[config.mk]
export PLATFORM = sky130hd
export DESIGN_NAME = tx_sched_flat
export DESIGN_NICKNAME = d
export VERILOG_FILES = /design/src/rtl/tx_sched_if.sv /design/src/rtl/tx_sched.sv /design/src/flat_wrapper.sv
export SDC_FILE = /design/constraint.sdc
export NUM_CORES = 1
export LEC_CHECK = 0
export CORE_ASPECT_RATIO = 0.7
export CORE_MARGIN = 10
export CORE_UTILIZATION = 55
export DETAILED_ROUTE_END_ITERATION = 10
export GPL_ROUTABILITY_DRIVEN = 1
export PLACE_DENSITY = 0.79
export SYNTH_ARGS = -nofsm -noshare
export SYNTH_HDL_FRONTEND = slang
export SYNTH_SLANG_ARGS = --single-unit
[constraint.sdc]
create_clock -name clk -period 2.45 [get_ports clk]
set_clock_uncertainty 0.1 [all_clocks]
set_input_delay 0.49 -clock clk [delete_from_list [all_inputs] [get_ports clk]]
set_output_delay 0.49 -clock clk [all_outputs]
set_load 0.1 [all_outputs]
[src/rtl/tx_sched_if.sv]
// +------------------------------------------------------------------+
// | tx_sched_if : show-ahead byte FIFO read port used by tx_sched    |
// | rev 1.0                                                          |
// +------------------------------------------------------------------+
`default_nettype none

interface tx_sched_if;
  logic [7:0] fifo_data;
  logic       empty;
  logic       rdreq;

  // master is the consumer that issues pops; slave is the FIFO itself
  modport master (input fifo_data, input empty, output rdreq);
  modport slave  (output fifo_data, output empty, input rdreq);
endinterface

`default_nettype wire

[src/rtl/tx_sched.sv]
// +------------------------------------------------------------------+
// | tx_sched : FIFO-fed serial transmitter, 8 data bits LSB first     |
// | rev 1.0                                                          |
// +------------------------------------------------------------------+
`default_nettype none

module tx_sched #(
  parameter int CLKS_PER_BIT = 16,
  parameter int STOP_BITS    = 1
) (
  input  wire logic        clk,
  input  wire logic        rst_n,
  input  wire logic        enable,
  input  wire logic        cts_n,
  tx_sched_if.master       fifo,
  output logic             tx,
  output logic             busy,
  output logic [15:0]      byte_count
);

  localparam logic [15:0] c_BIT_LAST  = 16'(CLKS_PER_BIT - 1);
  localparam logic [2:0]  c_STOP_LAST = 3'(STOP_BITS - 1);

  typedef enum logic [1:0] {
    IDLE  = 2'd0,
    START = 2'd1,
    DATA  = 2'd2,
    STOP  = 2'd3
  } state_t;

  state_t      r_state;
  logic [15:0] r_timer;
  logic [2:0]  r_idx;
  logic [7:0]  r_shift;
  logic        r_tx;
  logic        r_busy;
  logic [15:0] r_count;

  logic w_load_ok;
  logic w_last_stop;
  logic w_pop;

  assign w_load_ok   = enable & ~fifo.empty & ~cts_n;
  assign w_last_stop = (r_state == STOP) && (r_timer == 16'd0) && (r_idx == c_STOP_LAST);
  // Gated by rst_n so a pop can never be issued during reset
  assign w_pop       = rst_n & w_load_ok & ((r_state == IDLE) | w_last_stop);

  assign fifo.rdreq = w_pop;
  assign tx         = r_tx;
  assign busy       = r_busy;
  assign byte_count = r_count;

  always_ff @(posedge clk) begin
    if (!rst_n) begin
      r_state <= IDLE;
      r_timer <= 16'd0;
      r_idx   <= 3'd0;
      r_shift <= 8'd0;
      r_tx    <= 1'b1;
      r_busy  <= 1'b0;
      r_count <= 16'd0;
    end else if (w_pop) begin
      r_shift <= fifo.fifo_data;
      r_timer <= c_BIT_LAST;
      r_idx   <= 3'd0;
      r_state <= START;
      r_tx    <= 1'b0;
      r_busy  <= 1'b1;
      r_count <= r_count + 16'd1;
    end else begin
      case (r_state)
        IDLE: begin
          r_tx   <= 1'b1;
          r_busy <= 1'b0;
        end
        START: begin
          if (r_timer == 16'd0) begin
            r_state <= DATA;
            r_timer <= c_BIT_LAST;
            r_idx   <= 3'd0;
            r_tx    <= r_shift[0];
          end else begin
            r_timer <= r_timer - 16'd1;
          end
        end
        DATA: begin
          if (r_timer == 16'd0) begin
            r_timer <= c_BIT_LAST;
            if (r_idx == 3'd7) begin
              r_state <= STOP;
              r_idx   <= 3'd0;
              r_tx    <= 1'b1;
            end else begin
              // bit 0 of the shift register always holds the bit on the line
              r_idx   <= r_idx + 3'd1;
              r_shift <= {1'b0, r_shift[7:1]};
              r_tx    <= r_shift[1];
            end
          end else begin
            r_timer <= r_timer - 16'd1;
          end
        end
        STOP: begin
          if (r_timer == 16'd0) begin
            if (r_idx == c_STOP_LAST) begin
              r_state <= IDLE;
              r_busy  <= 1'b0;
              r_tx    <= 1'b1;
            end else begin
              r_idx   <= r_idx + 3'd1;
              r_timer <= c_BIT_LAST;
            end
          end else begin
            r_timer <= r_timer - 16'd1;
          end
        end
        default: begin
          r_state <= IDLE;
          r_tx    <= 1'b1;
          r_busy  <= 1'b0;
        end
      endcase
    end
  end

endmodule

`default_nettype wire

[src/flat_wrapper.sv]
// flat-port wrapper written by rule: the top's interface ports become plain ports
module tx_sched_flat 
#(
  parameter int CLKS_PER_BIT = 16,
  parameter int STOP_BITS    = 1
)
  (clk, rst_n, enable, cts_n, tx, busy, byte_count, fifo_fifo_data, fifo_empty, fifo_rdreq);
  tx_sched_if fifo_i ();
  input  wire logic clk;
  input  wire logic rst_n;
  input  wire logic enable;
  input  wire logic cts_n;
  output logic tx;
  output logic busy;
  output logic [15:0] byte_count;
  input wire logic [$bits(fifo_i.fifo_data)-1:0] fifo_fifo_data;
  input wire logic [$bits(fifo_i.empty)-1:0] fifo_empty;
  output wire logic [$bits(fifo_i.rdreq)-1:0] fifo_rdreq;
  assign fifo_i.fifo_data = fifo_fifo_data;
  assign fifo_i.empty = fifo_empty;
  assign fifo_rdreq = fifo_i.rdreq;
  tx_sched #(.CLKS_PER_BIT(CLKS_PER_BIT), .STOP_BITS(STOP_BITS)) u_core (.clk(clk), .rst_n(rst_n), .enable(enable), .cts_n(cts_n), .fifo(fifo_i), .tx(tx), .busy(busy), .byte_count(byte_count));
endmodule
==> results of run 1 <==
[per-stage QoR]
step                      setup TNS (ns)  area, sq um
after detailed placement           -3.25         2920
after global routing             -0.0235         3080
after global placement             -2.56         2920
final                                  0         3080
after floorplan                        0         2520
after CTS                              0         3040
[sequential cells by signal, indices dropped and copies added (netlist names)]
signal	flops
u_core.busy	1
u_core.tx	1
u_core.r_timer	16
u_core.r_state	2
u_core.r_shift	8
u_core.byte_count	16
u_core.r_idx	3
[area by class of cell]
class                   instances  area share (%)
clock inverters                 3           0.610
flip-flops and latches         47            30.8
inverters                      14            1.71
well taps                      55            2.24
clock buffers                   5            2.24
repair buffers                 51            14.0
multi-input cells             228            48.5
[cells in the mapped netlist (all sizes together), types with 2 or more instances]
master | n | area (sq um)
a21oi | 30 | 150
a31oi | 3 | 18.8
and3 | 2 | 12.5
buf | 7 | 41.3
clkbuf | 6 | 22.5
dfxtp | 47 | 941
ha | 12 | 150
inv | 14 | 52.6
mux2i | 11 | 110
nand2 | 17 | 63.8
nand3 | 14 | 70.1
nand3b | 2 | 15.0
nand4 | 9 | 56.3
nor2 | 23 | 86.3
nor2b | 2 | 12.5
nor3 | 9 | 50.1
nor3b | 2 | 15.0
nor4 | 8 | 56.3
o211ai | 2 | 15.0
o21a | 4 | 30.0
o21ai | 28 | 140
o31ai | 8 | 60.1
or3 | 7 | 43.8
or4 | 11 | 86.3
xnor2 | 2 | 17.5
xor2 | 10 | 87.6
[report_power, final]
| part | switching, W | internal (W) |
|---|---|---|
| registers | 0.000165 | 0.000905 |
| clock network | 0.000268 | 0.000201 |
| logic | 0.000951 | 0.000647 |
| total | 0.00138 | 0.00175 |
[cells by family after synthesis]
group,share of synthesized area (%)
AOI/OAI and AO/OA,18.7
and+or+nand+nor,24.8
muxes,4.37
xor gates and xnor gates,4.17
buffers and inverters,4.62
adders and majority gates,5.96
DFF,37.4
[worst max-delay path, stage by stage]
cell and delay (ns):
clkdlybuf4s50_1 0.40, and4bb_2 0.25, and3_4 0.17, a22oi_2 0.23
inv_2 0.09, buf_12 0.17
[final timing paths]
| check | startpoint | to | slack (ns) | cells after the start |
|---|---|---|---|---|
| hold / removal | u_core.r_timer[1]$_SDFFE_PN0P_ | u_core.r_timer[1]$_SDFFE_PN0P_ | 0.39 | 1 |
| setup reg to reg | u_core.r_timer[13]$_SDFFE_PP0P_ | u_core.byte_count[9]$_SDFFE_PN0P_ | 0.10 | 7 |
| setup / recovery | enable | fifo_rdreq | 0.04 | 6 |
| hold reg to reg | u_core.r_timer[1]$_SDFFE_PN0P_ | u_core.r_timer[1]$_SDFFE_PN0P_ | 0.39 | 1 |
[per-layer routing]
layer	GRT usage, %	up-vias	part of all wire (%)	wire [microns]
li1	-	1199	-	-
met1	22.3	1100	47	2990
met2	23.1	68	44	2800
met3	4.26	9	7.5	475
met4	2.82	0	0.60	38
met5	0	-	0	0
[what timing repair did]
action / 4_1_cts / 5_1_grt
gates resized for setup: 4 / 13
setup buffers: 3 / 1
pin swaps: 3 / 7
setup endpoints to repair: 1 / 6
hold endpoints to repair: 0 / 0
[placed cells by master, fill, tap and decap left out, types with 3 or more instances in the layout]
cell and count:
a21oi_1 29, a31oi_1 3, buf_4 38, clkbuf_8 5
clkdlybuf4s50_1 9, dfxtp_1 43, dfxtp_2 4, ha_1 11
inv_1 11, inv_2 3, mux2i_1 11, nand2_1 17
nand3_1 14, nand4_1 9, nor2_1 23, nor3_1 8
nor4_1 6, o21a_1 4, o21ai_0 28, o31ai_1 8
or3_1 7, or4_1 9, xor2_1 10
==> results.sh, run 1 <==
export IMPL_seq_area_frac_synth_pct=37.4
export IMPL_fp_dieArea_sq_mm=0.00773
export IMPL_antenna_cells=0
export IMPL_synth_edf_count=0
export IMPL_ys_async_sr_fraction_pct=0
export IMPL_grt_first_pass_wirelength_microns=10300
export IMPL_fmax_mhz=415
export IMPL_status="finished clean"
export IMPL_rows=20
export IMPL_cts_sinks=47
export IMPL_ir_worst_vdd_uv=776
export IMPL_tightest_slew_ns=0.574
export IMPL_max_cap_violations=0
export IMPL_place_hpwl_microns=4660
export IMPL_vias=2376
export IMPL_viasPerCell=5.90
export IMPL_drive_gt1_share_pct=19.0
export IMPL_htreeDepth=2
export IMPL_drv_slew=0
export IMPL_syn_area_sq_mm=0.00252
export IMPL_end_kind="output port"
export IMPL_fill_cells=362
export IMPL_utilization_pct=70.2
export IMPL_first_iter_violations=159
export IMPL_power_per_cell_area_mw_per_mm2=1020
export IMPL_final_cells=403
export IMPL_syn2layout_area_growth_pct=22.1
export IMPL_multi_input_area_sq_mm=0.00149
export IMPL_wl_per_cell_microns=15.6
export IMPL_grt_usage_pct=15.7
export IMPL_synth_fp_nets=327
export IMPL_syn_avg_cell_area_sq_um=8.34
export IMPL_grt_pass1_vias=2169
export IMPL_preCtsSetupSlack_ns=-0.179
export IMPL_clock_latency_ns=0.30
export IMPL_hold_buffers=0
export IMPL_drc=0
export IMPL_io_pins=32
export IMPL_nets=372
export IMPL_ant_nets=0
export IMPL_ys_ff_latch=47
export IMPL_seq_area_sq_um=946
export IMPL_die_h_microns=76.6
export IMPL_fin_crit_ns=2.41
export IMPL_place_gp_congestion=0.911
export IMPL_core_area_sq_mm=0.00438
export IMPL_clk_path_buf_depth=2
export IMPL_synth_ff_type="dfxtp_1"
export IMPL_yosysWarnings=0
export IMPL_leakage_nw=1.15
export IMPL_postRouteWirelength_microns=6300
export IMPL_report_power_total_w=0.00314
export IMPL_worst_setup_path_type="in2out"
export IMPL_grt_overflow=0
export IMPL_clk_pin_slew_worst_paths_ns=0.09
export IMPL_dp_cells=391
export IMPL_numCtsBuffers=5
export IMPL_cp_data_arrival_time_ns=1.82
export IMPL_hold_violations=0
export IMPL_synth_cell_types=43
export IMPL_cts_tree="yes"
export IMPL_die_w_microns=101
export IMPL_worst_ep_required_time_ns=1.86
export IMPL_period_share_pct=98.3
export IMPL_start_util_pct=57.5
export IMPL_start_kind="input pin"
export IMPL_finalSetupViolations=0
export IMPL_fin_ws_ns=0.0425
export IMPL_synth_cells=302
export IMPL_port_buffers=31
export IMPL_crit_fanout=3
export IMPL_slew_limit_headroom_pct=61.4
export IMPL_holdWs_ns=0.387
export IMPL_antenna_found_initial=0
export IMPL_first_pass_iters=4
export IMPL_min_path_type="reg2reg"
export IMPL_cts_root_buffer="clkbuf_8"
export IMPL_grt_max_degree=18
No activity file was read; power rests on OpenSTA's default activity.
==> run 2, diff against run 1 <==
CORE_UTILIZATION = 50   (was 55)
PLACE_DENSITY = 0.76   (was 0.79)
clock period = 2.2 ns   (was 2.45 ns; I/O delays follow)
==> run 2 against run 1 <==
  * The run now ends with negative setup slack left
  * Die area grew 7.7%
  * Power grew 39%
  * Clock power grew 9.6%
  * Register-to-register slack lost 0.17 ns
  * Combinational power grew 68%
  * First-iteration DRC count grew 1.9%
  * Critical endpoint unchanged
  * Highest routed layer unchanged
==> results.sh, run 2 (synthesized netlist as in run 1, its figures left out) <==
export IMPL_placed_area_sq_mm=0.00310
export IMPL_grt_pass1_vias=2398
export IMPL_tightest_slew_ns=0.539
export IMPL_die_w_microns=105
export IMPL_first_iter_violations=162
export IMPL_use_met3_pct=3.31
export IMPL_grt_usage_pct=16.3
export IMPL_p_switching_w=0.00187
export IMPL_grtUsageMet1_pct=21.9
export IMPL_antenna_cells=0
export IMPL_cts_sinks=47
export IMPL_finalSetupViolations=12
export IMPL_max_cap_violations=0
export IMPL_start_util_pct=52.1
export IMPL_first_pass_iters=5
export IMPL_hold_buffers=0
export IMPL_fp_dieArea_sq_mm=0.00832
export IMPL_status="complete, but fails checks"
export IMPL_worst_ep_required_time_ns=1.66
export IMPL_holdWs_ns=0.393
export IMPL_violations="negative setup slack"
export IMPL_end_kind="output port"
export IMPL_cp_data_arrival_time_ns=1.84
export IMPL_port_buffers=31
export IMPL_place_hpwl_microns=4780
export IMPL_fill_cells=367
export IMPL_preCtsSetupSlack_ns=-0.367
export IMPL_postRouteWirelength_microns=7320
export IMPL_io_pins=32
export IMPL_clkPwrFrac_pct=11.8
export IMPL_utilization_pct=74.6
export IMPL_fin_crit_ns=2.38
export IMPL_fin_ws_ns=-0.182
export IMPL_start_kind="flop"
export IMPL_cts_root_buffer="clkbuf_8"
export IMPL_power_per_cell_area_mw_per_mm2=1210
export IMPL_leakage_nw=1.37
export IMPL_crit_fanout=2
export IMPL_ir_worst_vdd_uv=815
export IMPL_syn2layout_area_growth_pct=43.3
export IMPL_clk_pin_slew_worst_paths_ns=0.08
export IMPL_antenna_found_initial=0
export IMPL_fmax_mhz=420
export IMPL_rsz0062_at_grt="yes"
export IMPL_power_frac_comb_pct=61.6
export IMPL_min_path_type="reg2reg"
export IMPL_p_int_w=0.00250
export IMPL_drv_slew=0
export IMPL_grt_overflow=0
export IMPL_die_h_microns=79.4
export IMPL_rows=21
export IMPL_place_gp_congestion=0.861
export IMPL_p_seq_share_pct=26.6
export IMPL_wl_per_cell_microns=16.3
export IMPL_period_share_pct=108
export IMPL_core_area_sq_mm=0.00483
export IMPL_final_common_cell="buf_4"
export IMPL_vias=2638
export IMPL_viasPerCell=5.86
export IMPL_hold_violations=0
export IMPL_htreeDepth=2
export IMPL_numCtsBuffers=5
export IMPL_ant_nets=0
export IMPL_clk_path_buf_depth=2
export IMPL_drc=0
export IMPL_grt_max_degree=20
export IMPL_slew_limit_headroom_pct=63.8
export IMPL_drive_gt1_share_pct=37.0
export IMPL_clock_latency_ns=0.30
export IMPL_sw_frac_of_total_pct=42.8
export IMPL_finalInstanceArea_sq_mm=0.00361
export IMPL_finalSetupTns_ns=-0.674
export IMPL_met2_usage_pct=25.0
export IMPL_busiest_layer="met2"
export IMPL_worst_setup_path_type="reg2out"
export IMPL_mostFrequentLayoutCells="60 x buf_4, 30 x dfxtp_1, 22 x a21oi_1, 22 x o21ai_0, 17 x dfxtp_2"
export IMPL_grt_first_pass_wirelength_microns=11500
export IMPL_nets=405
export IMPL_cts_tree="yes"
-- run 2: cell count changes in the layout (fill, tap and decap cells not counted), moves of 4 or more --
cell / delta
a21oi_1: -7
a21oi_2: +7
buf_4: +22
buf_6: +8
dfxtp_1: -13
dfxtp_2: +13
nor2_1: -8
nor2_2: +4
nor2_4: +4
o21ai_0: -6
or3_4: +4
-- run 2: per-stage QoR --
step           cells  total power [W]
4_1_cts          442          0.00386
3_5_place_dp     423          0.00316
2_1_floorplan    302          0.00240
6_report         450          0.00437
3_3_place_gp     423          0.00314
5_1_grt          450          0.00464
-- run 2: path summary, 6_finish.rpt --
kind                                             to  slack, ns                               from  cells after the start
hold reg to reg   u_core.byte_count[1]$_SDFFE_PN0P_       0.39  u_core.byte_count[1]$_SDFFE_PN0P_                      2
hold / removal    u_core.byte_count[1]$_SDFFE_PN0P_       0.39  u_core.byte_count[1]$_SDFFE_PN0P_                      2
setup / recovery                         fifo_rdreq      -0.18     u_core.r_timer[1]$_SDFFE_PN0P_                      7
setup reg to reg     u_core.r_timer[5]$_SDFFE_PP0P_      -0.07     u_core.r_timer[1]$_SDFFE_PN0P_                     10
-- run 2: timing repair --
action	in CTS	in global routing
setup endpoints to repair	27	36
gates resized for setup	23	61
buffers inserted	11	10
gates cloned	1	1
pin swaps	25	35
-- run 2: power by group through the flow --
stage | sequential (W) | clock, W | combinational, W
6_report | 0.00116 | 0.000514 | 0.00269
5_1_grt | 0.00120 | 0.000552 | 0.00289
4_1_cts | 0.00114 | 0.000519 | 0.00220
3_5_place_dp | 0.00115 | 0 | 0.00201
3_3_place_gp | 0.00115 | 0 | 0.00199
2_1_floorplan | 0.00120 | 0 | 0.00120
-- run 2: cell type report --
cell class,instances,area (sq um),share of cell area (%)
sequential,47,962,26.7
tap,69,86.3,2.39
clock inverter,1,5.00,0.139
inverter,14,66.3,1.84
clock buffer,7,76.3,2.12
timing repair buffer,83,718,19.9
multi-input combinational,229,1690,46.9
-- run 2: worst max-delay path, stage by stage, from the launching register on --
cell      delay, ns
dfxtp_2        0.33
inv_2          0.07
ha_4           0.13
or3b_4         0.40
nor3_4         0.13
a22oi_2        0.10
bufinv_8       0.20
buf_12         0.16
-- run 2: layer usage --
metal / up-vias / routed length (microns)
met4: 0 / 119
met1: 1236 / 3220
met5: - / 0
li1: 1269 / -
met3: 11 / 556
met2: 122 / 3420
==> run 3, diff against run 2 <==
SLEW_MARGIN = 10   (was default)
==> results of run 3 <==
Final layout, timing and power as in run 2 (identical DEF).
==> patch 1, RTL diff (config.mk and constraints of run 3) <==
Make the reset (`rst_n`) asynchronous in one clocked block.
--- a/src/rtl/tx_sched.sv
+++ b/src/rtl/tx_sched.sv
@@ -50,7 +50,7 @@
   assign busy       = r_busy;
   assign byte_count = r_count;
 
-  always_ff @(posedge clk) begin
+  always_ff @(posedge clk or negedge rst_n) begin
     if (!rst_n) begin
       r_state <= IDLE;
       r_timer <= 16'd0;
Function: differs if rst_n is asserted again (counterexample within 4 cycles, from zero or initial values and one cycle with rst_n low); with rst_n held inactive, the same outputs for 10 cycles.
==> patch 1 against run 3 <==
The flow finishes with violations (hold timing, setup timing); routed wire length fell by 12%; count of clock-buffer cells in the layout fell by 2; design area fell by 0.87%; global-route usage fell by 1.5 points; sequential cell count stayed put; synthesized area is 2.3% higher; worst setup slack got worse by 0.028 ns.
Power is not compared: it rests on default switching activity, and its combinational part moved more than twofold at a synthesized area within 25%.
==> patch 1: results (changes against run 3) <==
| Metric | Value |
|---|---|
| Outcome | finished with violations (unchanged) |
| Failing checks | hold timing, setup timing (was setup timing) |
| Worst hold path type | in -> async (was reg -> reg) |
| Crit-path max cell delay | 0.55 ns (was 0.40 ns) |
| Wire per inst | 15.83 µm (was 16.26 µm) |
| Fillers | 354 (was 367) |
| Setup WS post-layout | -0.2101 ns (was -0.1816 ns) |
| Vias in the first global route | 2,180 (was 2,398) |
| Final net count | 362 (was 405) |
| First-pass GRT wire length | 10,330 µm (was 11,470 µm) |
| Crit path DAT | 2.57 ns (was 1.84 ns) |
| Top cells by area, synth | dfrtp_1, ha_1, xnor2_1 (was dfxtp_1, a21oi_1, ha_1) |
| Clock Latency Late Sink | 0.33 ns (was 0.30 ns) |
| Final count of hold timing violations | 1 (was 0) |
| Distinct cells, synth | 53 (was 43) |
| Pre-Repair DR Iteration Count | 4 (was 5) |
| Slew Limit Headroom | 72.55% (was 63.79%) |
| Worst-path fanout max | 3 (was 2) |
| WHS | -0.001546 ns (was 0.3929 ns) |
| Synth top cells by count | dfrtp_1, o21ai_0, nand2_1 (was dfxtp_1, a21oi_1, o21ai_0) |
| Critical-path top delay cell | or4_4 (was or3b_4) |
| Ys async rst share | 100.0% (was 0%) |
| Total nets after synthesis | 283 (was 327) |
| HPWL after DPL | 4450 µm (was 4777 µm) |
| Gpl congestion | 0.8376 (was 0.8605) |
| Final setup vio count | 19 (was 12) |
| Peak supply drop | 0.3014 mV |
| Post-Route WL | 6459 µm (was 7316 µm) |
| Via/cell ratio | 5.382 (was 5.862) |
| Placed cell count | 389 (was 423) |
| Post-DP Area | 0.003226 mm² (was 0.003099 mm²) |
| Largest net degree at the start of global routing | 34 (was 20) |
| Share of cells above drive strength 1 | 32.74% (was 37.01%) |
| Syn_area_per_cell | 9.947 µm² (was 8.340 µm²) |
| Setup_tns | -1.303 ns (was -0.6742 ns) |
| Post-synthesis sequential area ratio | 45.70% (was 37.36%) |
| Violation count after the first detailed-route iteration | 81 (was 162) |
==> patch 1: changes by cell type after synthesis, sizes merged, moves of 6 or more <==
cell,before,now
o21ai,28,22
nand3,14,7
a21oi,30,10
dfxtp,47,0
or4,11,4
dfrtp,0,46
nor3,9,3
xnor2,2,14
inv,14,8
nand2b,1,7
==> patch 1: logic make-up after synthesis <==
kind of cell	count (synthesis)	share of synthesized area [%]
DFF	47	45.70
adders and majority gates	11	5.342
and+or+nand+nor	104	23.12
buffers and inverters	17	3.205
muxes	11	4.371
AOI/OAI and AO/OA	50	11.80
xor gates and xnor gates	19	6.459
==> patch 1: where the power goes <==
group,total [W],internal [W],leakage (nW),switching (W)
Clock,0.000565,0.000228,0.0408,0.000337
Sequential,0.000863,0.000863,0.524,0
Combinational,0.0000439,0.0000221,0.953,0.0000218
Total,0.00147,0.00111,1.52,0.000359
==> patch 1: worst paths after layout <==
| kind | from | endpoint | slack [ns] | cells past startpoint |
|---|---|---|---|---|
| setup / recovery | u_core.r_timer[4] | u_core.r_timer[13] | -0.21 | 5 |
| hold / removal | rst_n | u_core.r_timer[0] | -0.002 | 2 |
| setup reg to reg | u_core.r_timer[4] | u_core.r_timer[13] | -0.21 | 5 |
| hold reg to reg | u_core.byte_count[15] | u_core.byte_count[15] | 0.37 | 1 |
| max in group asynchronous | rst_n | u_core.tx | 1.58 | 2 |
| min in group clk | u_core.byte_count[15] | u_core.byte_count[15] | 0.37 | 1 |
==> patch 1: routing by layer <==
layer | share of wire [%] | vias to the layer above | wire (µm) | track usage (%)
li1 | - | 1085 | - | -
met4 | 1.7 | 0 | 112 | 6.065
met2 | 46 | 43 | 2946 | 22.78
met5 | 0 | - | 0 | 0
met1 | 47 | 1058 | 3067 | 19.31
met3 | 5.2 | 10 | 334 | 3.987
==> patch 1: worst max-delay path: cells and delay by family (launching register included) <==
kind | cells | cell delay, ns
DFF | 1 | 0.39
and+or+nand+nor | 4 | 1.76
AOI/OAI and AO/OA | 1 | 0.11
==> patch 1: what timing repair did <==
action,CTS,global route
setup endpoints to repair,34,38
setup buffers,7,4
hold buffers,0,0
pin swaps,11,11
gates resized for setup,15,23
==> patch 1: layout make-up <==
type / count / area [µm²] / area share [%]
clock buffers: 5 / 68.82 / 1.924
multi-input cells: 195 / 1490 / 41.66
repair buffers: 81 / 698.2 / 19.52
well taps: 69 / 86.33 / 2.413
flip-flops and latches: 47 / 1177 / 32.91
clock inverters: 3 / 23.77 / 0.6646
inverters: 8 / 32.53 / 0.9094
==> patch 2, RTL diff (settings of run 3) <==
Made on the original files. `CLKS_PER_BIT` is set to 16 in 2 places; all go to 8.
--- a/src/rtl/tx_sched.sv
+++ b/src/rtl/tx_sched.sv
@@ -5,7 +5,7 @@
 `default_nettype none
 
 module tx_sched #(
-  parameter int CLKS_PER_BIT = 16,
+  parameter int CLKS_PER_BIT = 8,
   parameter int STOP_BITS    = 1
 ) (
   input  wire logic        clk,
--- a/src/flat_wrapper.sv
+++ b/src/flat_wrapper.sv
@@ -1,7 +1,7 @@
 // flat-port wrapper written by rule: the top's interface ports become plain ports
 module tx_sched_flat 
 #(
-  parameter int CLKS_PER_BIT = 16,
+  parameter int CLKS_PER_BIT = 8,
   parameter int STOP_BITS    = 1
 )
   (clk, rst_n, enable, cts_n, tx, busy, byte_count, fifo_fifo_data, fifo_empty, fifo_rdreq);
Formal check against the unedited RTL: not equivalent (a bounded check fails within 10 cycles, from zero or initial values and one cycle with rst_n low).
==> patch 2 against run 3 <==
Synthesized cell count decreased by 2.6%; sequential cell count unchanged; count of clock-buffer cells in the layout decreased by 1; die area increased by 3.3%; first-iteration DRC count shrank 27%; design area fell by 6.0%; total power shrank 19%; highest routed layer unchanged; synthesized area rose by 4.3%; worst setup slack improved by 0.12 ns; the flow still finishes with violations (setup timing); routed wire length decreased by 12%.
==> patch 2: results (changes against run 3) <==
| Metric | Value |
|---|---|
| Outcome | finished with violations (unchanged) |
| Failing checks | setup timing (unchanged) |
| Register share of total power | 31.4% (was 26.6%) |
| P_clk | 0.000663 W (was 0.000514 W) |
| Gr usage total | 14.54% (was 16.27%) |
| Routed vias | 2,389 (was 2,638) |
| Post-Route WL | 6411 µm (was 7316 µm) |
| Largest net degree at the start of global routing | 46 (was 20) |
| Mux share of post-synthesis cell area | 5.336% (was 4.372%) |
| Setup_tns | -0.05744 ns (was -0.6742 ns) |
| R2R Setup Slk | 0.05 ns (was -0.07 ns) |
| Final net count | 377 (was 405) |
| Leak | 1.359 nW (was 1.368 nW) |
| Top cells by area, synth | dfxtp_1, mux2i_1, ha_1 (was dfxtp_1, a21oi_1, ha_1) |
| Setup WS post-layout | -0.05744 ns (was -0.1816 ns) |
| Fillers | 401 (was 367) |
| Share of cells above drive strength 1 | 28.25% (was 37.01%) |
| HPWL after DPL | 4654 µm (was 4777 µm) |
| Distinct cells, synth | 56 (was 43) |
| Total nets after synthesis | 318 (was 327) |
| Synth top cells by count | dfxtp_1, nand2_1, nor2_1 (was dfxtp_1, a21oi_1, o21ai_0) |
| Crit path DAT | 1.72 ns (was 1.84 ns) |
| Synth Area in Adders | 5.241% (was 5.961%) |
| Setup WS pre-CTS | -0.2544 ns (was -0.3667 ns) |
| Post-CTS setup buffers | 6 (was 11) |
| R2R Path End | u_core.r_timer[12] (was u_core.r_timer[5]) |
| Post-DP Area | 0.003137 mm² (was 0.003099 mm²) |
| CTS-repair resized insts | 15 (was 23) |
| Syn_area_per_cell | 8.933 µm² (was 8.340 µm²) |
| Pre-Repair DR Iteration Count | 4 (was 5) |
| Final setup vio count | 1 (was 12) |
| Post-synth EDFFs | 0 (unchanged) |
| Post-synthesis sequential area ratio | 35.83% (was 37.36%) |
| Violation count after the first detailed-route iteration | 118 (was 162) |
| Compound-Gate Fraction of Synth Area | 18.77% (was 18.68%) |
| Part of the power in the clock network | 18.8% (was 11.8%) |
| Post-synthesis xor/xnor area fraction | 3.668% (was 4.173%) |
| Gpl congestion | 0.8454 (was 0.8605) |
| FF-to-FF path depth | 9 (was 10) |
| Placed cell count | 406 (was 423) |
| Sw Pwr | 0.001367 W (was 0.001870 W) |
| First-pass GRT wire length | 10,540 µm (was 11,470 µm) |
| Crit path launch | u_core.r_idx[0] (was u_core.r_timer[1]) |
| Reg-to-reg startpoint | u_core.r_idx[0] (was u_core.r_timer[1]) |
| Peak supply drop | 0.5490 mV (was 0.8153 mV) |
| Slew Limit Headroom | 70.01% (was 63.79%) |
==> patch 2: critical path: stages (launching register included) <==
cell	delay (ns)
dfxtp_2	0.34
inv_2	0.05
ha_4	0.15
and3b_2	0.20
and2_4	0.15
a31oi_4	0.20
clkinvlp_4	0.14
buf_12	0.18
==> patch 2: layout make-up <==
| cell class | count | area (µm²) | area share, % |
|---|---|---|---|
| Multi-Input combinational cell | 224 | 1639 | 48.34 |
| Sequential cell | 47 | 953.4 | 28.12 |
| Timing Repair Buffer | 66 | 556.8 | 16.42 |
| Tap cell | 69 | 86.33 | 2.546 |
| Clock buffer | 6 | 82.58 | 2.435 |
| Inverter | 9 | 37.54 | 1.107 |
| Clock inverter | 2 | 35.03 | 1.033 |
==> patch 2: metal layers <==
layer,global-route usage [%],wire (µm)
met5,0,0
met4,3.639,47
met3,3.987,307
met2,23.07,2887
met1,19.07,3169
